--- src/rtl/regfile_arb_pkg.sv ---
// Shared constants for the register-file write arbiter.
// Used by regfile_arb_grant and regfile_write_arbiter.
package regfile_arb_pkg;

    localparam int unsigned NUM_REGS     = 32;
    localparam int unsigned REG_IDX_W    = $clog2(NUM_REGS);
    localparam logic [REG_IDX_W-1:0] REG_ZERO = 5'd0;

    // Requester identifiers: port 0 is ALU/load writeback, port 1 is multdiv.
    localparam logic PORT_ALU = 1'b0;
    localparam logic PORT_MD  = 1'b1;

    localparam int unsigned STARVE_CNT_W = 4;
    localparam int unsigned STALL_CNT_W  = 16;

endpackage

--- src/rtl/regfile_arb_grant.sv ---
// Combinational grant/ready logic for the two writeback requesters.
// Ports:
//   p0_valid, p1_valid : request valids
//   hold               : suppresses all grants (freeze or reset)
//   starve             : port 1 has lost STARVE_LIMIT consecutive cycles
//   p0_grant_c         : port 0 wins this cycle
//   p1_grant_c         : port 1 wins this cycle
module regfile_arb_grant (
    input  logic p0_valid,
    input  logic p1_valid,
    input  logic hold,
    input  logic starve,
    output logic p0_grant_c,
    output logic p1_grant_c
);

    // Port 0 has fixed priority except when port 1 is starving.
    always_comb begin
        p0_grant_c = 1'b0;
        p1_grant_c = 1'b0;
        if (!hold) begin
            if (p1_valid && (!p0_valid || starve)) begin
                p1_grant_c = 1'b1;
            end else if (p0_valid) begin
                p0_grant_c = 1'b1;
            end
        end
    end

endmodule

--- src/rtl/regfile_write_arbiter.sv ---
// Shares the single register-file write port between ALU/load writeback
// (port 0) and multdiv completion (port 1). One grant per cycle; the winning
// write is registered and strobed into the register file on the next cycle.
// Ports:
//   clock, reset            : rising-edge clock, synchronous active-low reset
//   p0_* / p1_*             : valid/ready write request ports (ready combinational)
//   wr_hold                 : freeze, no grants while high
//   ctrl_writeEnable        : registered write strobe (never for r0)
//   ctrl_writeReg           : registered write index
//   data_writeReg           : registered write data
//   stall_count             : saturating count of stalled-request cycles,
//                             present only when REGFILE_ARB_STALL_CNT_EN is defined
module regfile_write_arbiter
    import regfile_arb_pkg::*;
#(
    parameter int unsigned STARVE_LIMIT = 4,
    parameter int unsigned DATA_W       = 32
) (
    input  logic                 clock,
    input  logic                 reset,
    input  logic                 p0_valid,
    input  logic [REG_IDX_W-1:0] p0_reg,
    input  logic [DATA_W-1:0]    p0_data,
    output logic                 p0_ready,
    input  logic                 p1_valid,
    input  logic [REG_IDX_W-1:0] p1_reg,
    input  logic [DATA_W-1:0]    p1_data,
    output logic                 p1_ready,
    input  logic                 wr_hold,
`ifdef REGFILE_ARB_STALL_CNT_EN
    output logic [STALL_CNT_W-1:0] stall_count,
`endif
    output logic                 ctrl_writeEnable,
    output logic [REG_IDX_W-1:0] ctrl_writeReg,
    output logic [DATA_W-1:0]    data_writeReg
);

    logic [STARVE_CNT_W-1:0] starve_cnt_q, starve_cnt_d;
    logic                    we_q, we_d;
    logic [REG_IDX_W-1:0]    wreg_q, wreg_d;
    logic [DATA_W-1:0]       wdata_q, wdata_d;

    logic p0_grant, p1_grant, starve, sel_port;
    logic [REG_IDX_W-1:0] win_reg;
    logic [DATA_W-1:0]    win_data;

    assign starve = (starve_cnt_q == STARVE_CNT_W'(STARVE_LIMIT));

    // Reset masks readiness so nothing is accepted while in reset.
    regfile_arb_grant u_grant (
        .p0_valid   (p0_valid),
        .p1_valid   (p1_valid),
        .hold       (wr_hold | ~reset),
        .starve     (starve),
        .p0_grant_c (p0_grant),
        .p1_grant_c (p1_grant)
    );

    assign p0_ready = p0_grant;
    assign p1_ready = p1_grant;

    assign sel_port = p1_grant ? PORT_MD : PORT_ALU;
    assign win_reg  = (sel_port == PORT_MD) ? p1_reg  : p0_reg;
    assign win_data = (sel_port == PORT_MD) ? p1_data : p0_data;

    // Starvation counter: frozen under hold, cleared once port 1 wins or goes idle.
    always_comb begin
        starve_cnt_d = starve_cnt_q;
        if (!wr_hold) begin
            if (!p1_valid || p1_grant) begin
                starve_cnt_d = '0;
            end else if (starve_cnt_q < STARVE_CNT_W'(STARVE_LIMIT)) begin
                starve_cnt_d = starve_cnt_q + STARVE_CNT_W'(1);
            end
        end
    end

    // Output stage: index/data hold when idle, r0 writes never strobe.
    always_comb begin
        we_d    = 1'b0;
        wreg_d  = wreg_q;
        wdata_d = wdata_q;
        if (p0_grant || p1_grant) begin
            we_d    = (win_reg != REG_ZERO);
            wreg_d  = win_reg;
            wdata_d = win_data;
        end
    end

    always_ff @(posedge clock) begin
        if (!reset) begin
            starve_cnt_q <= '0;
            we_q         <= 1'b0;
            wreg_q       <= '0;
            wdata_q      <= '0;
        end else begin
            starve_cnt_q <= starve_cnt_d;
            we_q         <= we_d;
            wreg_q       <= wreg_d;
            wdata_q      <= wdata_d;
        end
    end

    assign ctrl_writeEnable = we_q;
    assign ctrl_writeReg    = wreg_q;
    assign data_writeReg    = wdata_q;

`ifdef REGFILE_ARB_STALL_CNT_EN
    logic [STALL_CNT_W-1:0] stall_count_q, stall_count_d;

    // Any valid request left waiting this cycle counts as a stall, saturating.
    always_comb begin
        stall_count_d = stall_count_q;
        if (((p0_valid && !p0_grant) || (p1_valid && !p1_grant))
            && (stall_count_q != {STALL_CNT_W{1'b1}})) begin
            stall_count_d = stall_count_q + STALL_CNT_W'(1);
        end
    end

    always_ff @(posedge clock) begin
        if (!reset) begin
            stall_count_q <= '0;
        end else begin
            stall_count_q <= stall_count_d;
        end
    end

    assign stall_count = stall_count_q;
`endif

endmodule

--- config.mk ---
export PLATFORM = sky130hd
export DESIGN_NAME = regfile_write_arbiter
export DESIGN_NICKNAME = d
export VERILOG_FILES = /design/src/rtl/regfile_arb_pkg.sv /design/src/rtl/regfile_arb_grant.sv /design/src/rtl/regfile_write_arbiter.sv
export SDC_FILE = /design/constraint.sdc
export NUM_CORES = 1
export LEC_CHECK = 0
export CAP_MARGIN = 10
export CORE_AREA = 2 2 63 95
export DETAILED_ROUTE_END_ITERATION = 8
export DIE_AREA = 0 0 65 97
export GPL_TIMING_DRIVEN = 0
export PLACE_DENSITY = 0.85
export REMOVE_ABC_BUFFERS = 1
export SYNTH_ARGS = -nofsm -noshare
export SYNTH_HDL_FRONTEND = slang
export SYNTH_HIERARCHICAL = 1
export SYNTH_SLANG_ARGS = --single-unit
--- constraint.sdc ---
create_clock -name clock -period 2.32 [get_ports clock]
set_input_delay 0.232 -clock clock [delete_from_list [all_inputs] [get_ports clock]]
set_output_delay 0.232 -clock clock [all_outputs]
set_load 0.02 [all_outputs]
==> results.json, run 1 <==
{
  "routedWlPerCell_um": 13.81,
  "diodes": 0,
  "clk-insertion-delay-late_ns": 0.28,
  "grt_pass1_vias": 1873,
  "min_period_ns": 2.208,
  "rsz0062_at_grt": "no",
  "ant_nets": 0,
  "leakage_nw": 1.647,
  "critPathLaunch": "starve_cnt_q[0]$_SDFFE_PN0P_",
  "placed_cells": 377,
  "drc": 0,
  "reg2reg_depth": 7,
  "nets": 395,
  "maxCapViolCount": 0,
  "ir_worst_vdd_v": 0.0004116,
  "fin_crit_sh": 0.9516,
  "fp.dieW_um": 65,
  "powerDensity_nw_per_um2": 522.5,
  "routabilityCongestion": 0.7362,
  "reg2reg_from": "starve_cnt_q[0]$_SDFFE_PN0P_",
  "ys_seq_area_frac": 0.4161,
  "via_per_inst": 4.906,
  "cts_max_level": 2,
  "fin_cells": 385,
  "setup_viol": 0,
  "cts.sinks": 42,
  "hp-class": "input pin to flop",
  "io_pins": 119,
  "skew_ns": 0.003419,
  "synth.avg_cell_area_sq_um": 9.954,
  "hold_depth": 2,
  "cts_tree": "done",
  "numCtsBuffers": 5,
  "rrSetupSlack_ns": 0.28,
  "r2r-end": "data_writeReg[2]$_SDFFE_PN0P_",
  "cts_root_buf": "clkbuf_8",
  "hold_path_end": "data_writeReg[29]$_SDFFE_PN0P_",
  "timing.hold.ws_ns": 0.4160,
  "crit_path_max_fanout": 6,
  "worstSetupPathType": "flop to output port",
  "io_buffers": 118,
  "nFillCells": 452,
  "drt_first_pass_iters": 4,
  "grt_max_degree": 77,
  "antenna_found_initial": 0,
  "multi_input_area_sq_um": 1069,
  "globalRouteTotalUtil": 0.1692,
  "worstPathArrival_ns": 1.98,
  "postCtsSetupRepairBufs": 0,
  "min_from": "reset",
  "synth_cell_types": 24,
  "synthCells": 203,
  "tightestPinTransition_ns": 0.6747,
  "design.core.area_sq_um": 5409,
  "seq_area_sq_um": 840.8,
  "overflow": 0,
  "clock_path_buffers": 2,
  "crit_path_end_kind": "output port",
  "yosys_warnings": 6,
  "fmaxAchievable_mhz": 453.0,
  "drtIter0Drc": 24,
  "async_flop_share": 0,
  "synth_edf_count": 0,
  "status": "complete, no violations",
  "dp_hpwl_um": 3894,
  "ys_ff_latch": 42,
  "die_y_um": 97,
  "hold_viol_final": 0,
  "final_core_util": 0.6220,
  "route.vias.total": 1889,
  "crit_path_start_kind": "flop",
  "drive_above_1_share": 0.05079,
  "rows": 33,
  "drt_wl_total_um": 5316,
  "slew_violations": 0,
  "relSlewSlack": 0.5502,
  "syn-cell-area_sq_um": 2021,
  "clkTransAtPathRegs_ns": 0.08,
  "syn_to_final_growth_pct": 66.50,
  "grt_pass1_wl_um": 8514,
  "required_ns": 2.09,
  "start_util": 0.3736,
  "ys.flop_type": "dfxtp_1",
  "die_area_sq_um": 6305
}
-- flip-flops by register name, indices dropped and copies added (netlist names) --
name / cells
data_writeReg: 32
ctrl_writeReg: 5
ctrl_writeEnable: 1
starve_cnt_q: 4
-- routing by layer --
metal  wire, um  up-vias  global-route usage
met4         70        0             0.05237
li1           -      948                   -
met3        349        6             0.05000
met1       2007      869              0.1780
met2       2889       66              0.3125
met5          0        -                   0
-- where the power goes --
part / switching [W] / internal [W]
Sequential: 0.0000192 / 0.000760
Clock: 0.000242 / 0.000322
Combinational: 0.000163 / 0.000251
-- stage by stage --
stage / setup TNS (ns) / setup slack, ns / power [W] / area, sq um
6_report: 0 / 0.1124 / 0.001758 / 3364
3_3_place_gp: -142.98 / -4.132 / 0.001202 / 3193
2_1_floorplan: -58.14 / -1.524 / 0.0009641 / 1924
4_1_cts: 0 / 0.07345 / 0.001778 / 3363
5_1_grt: 0 / 0.01478 / 0.001843 / 3364
3_5_place_dp: -6.701 / -0.3469 / 0.001214 / 3253
-- area by class of cell --
| class | instances | share of cell area |
|---|---|---|
| Timing Repair Buffer | 121 | 0.3674 |
| Multi-Input combinational cell | 138 | 0.3176 |
| Sequential cell | 42 | 0.2499 |
| Tap cell | 70 | 0.02603 |
| Clock buffer | 7 | 0.02268 |
| Clock inverter | 1 | 0.008925 |
| Inverter | 6 | 0.007438 |
-- worst max path at each step --
stage                                      to  slack, ns  cells after the start
6_report                             p1_ready       0.11                      5
3_3_place_gp                         p0_ready      -4.13                      4
3_5_place_dp      ctrl_writeEnable$_SDFF_PN0_      -0.35                      7
2_1_floorplan  data_writeReg[29]$_SDFFE_PN0P_      -1.52                      7
5_1_grt                              p1_ready       0.01                      5
4_1_cts                              p1_ready       0.07                      5
-- layout by cell type (no fill, tap or decap), drive strengths merged --
cell	synthesis	layout
a211oi	1	1
a21oi	4	4
and2b	1	1
and3	1	1
buf	11	4
bufinv	0	1
clkbuf	6	7
clkdlybuf4s15	0	1
clkdlybuf4s50	0	116
dfxtp	42	42
ha	2	2
inv	6	6
mux2i	37	37
nand2	40	40
nand2b	1	1
nand3b	1	1
nor2	3	3
o211a	37	37
o21ai	3	3
o22ai	2	2
o31ai	1	1
o41ai	1	1
or2	1	1
or3	1	1
or4	1	1
-- cells by family (layout without fill, tap and decap cells) --
kind of cell,after synthesis,after routing,synth area share
multiplexers,37,37,0.1833
AND/OR/NAND/NOR,50,50,0.1047
buffers and inverters,23,135,0.05882
AO/OA/AOI/OAI,49,49,0.2248
flip-flops,42,42,0.4161
adder cells (fa/ha/maj),2,2,0.01238
-- cell usage after synthesis (2+ instances only) --
library cell	number	share of area
a21oi_1	4	0.0099
buf_2	8	0.020
buf_6	3	0.017
clkbuf_1	6	0.011
dfxtp_1	42	0.42
ha_1	2	0.012
inv_1	5	0.0093
mux2i_1	37	0.18
nand2_1	40	0.074
nor2_1	3	0.0056
o211a_1	37	0.18
o21ai_0	3	0.0074
o22ai_1	2	0.0062
-- timing repair --
item	CTS	global route
setup endpoints to repair	40	1
hold buffers	0	0
pin swaps	0	0
resized for setup	3	1
-- worst max-delay path, cell delays in order (launching register included) --
cell	delay, ns
dfxtp_1	0.33
inv_1	0.07
ha_1	0.13
and3_1	0.22
o211a_1	0.29
clkdlybuf4s50_1	0.65
Note: power is estimated with default switching activity, not from simulation.
==> inputs of run 2 (changes only) <==
- GPL_ROUTABILITY_DRIVEN: default -> 0
==> results of run 2 <==
Same layout as run 1: the final DEF is identical, and so are final timing and power.
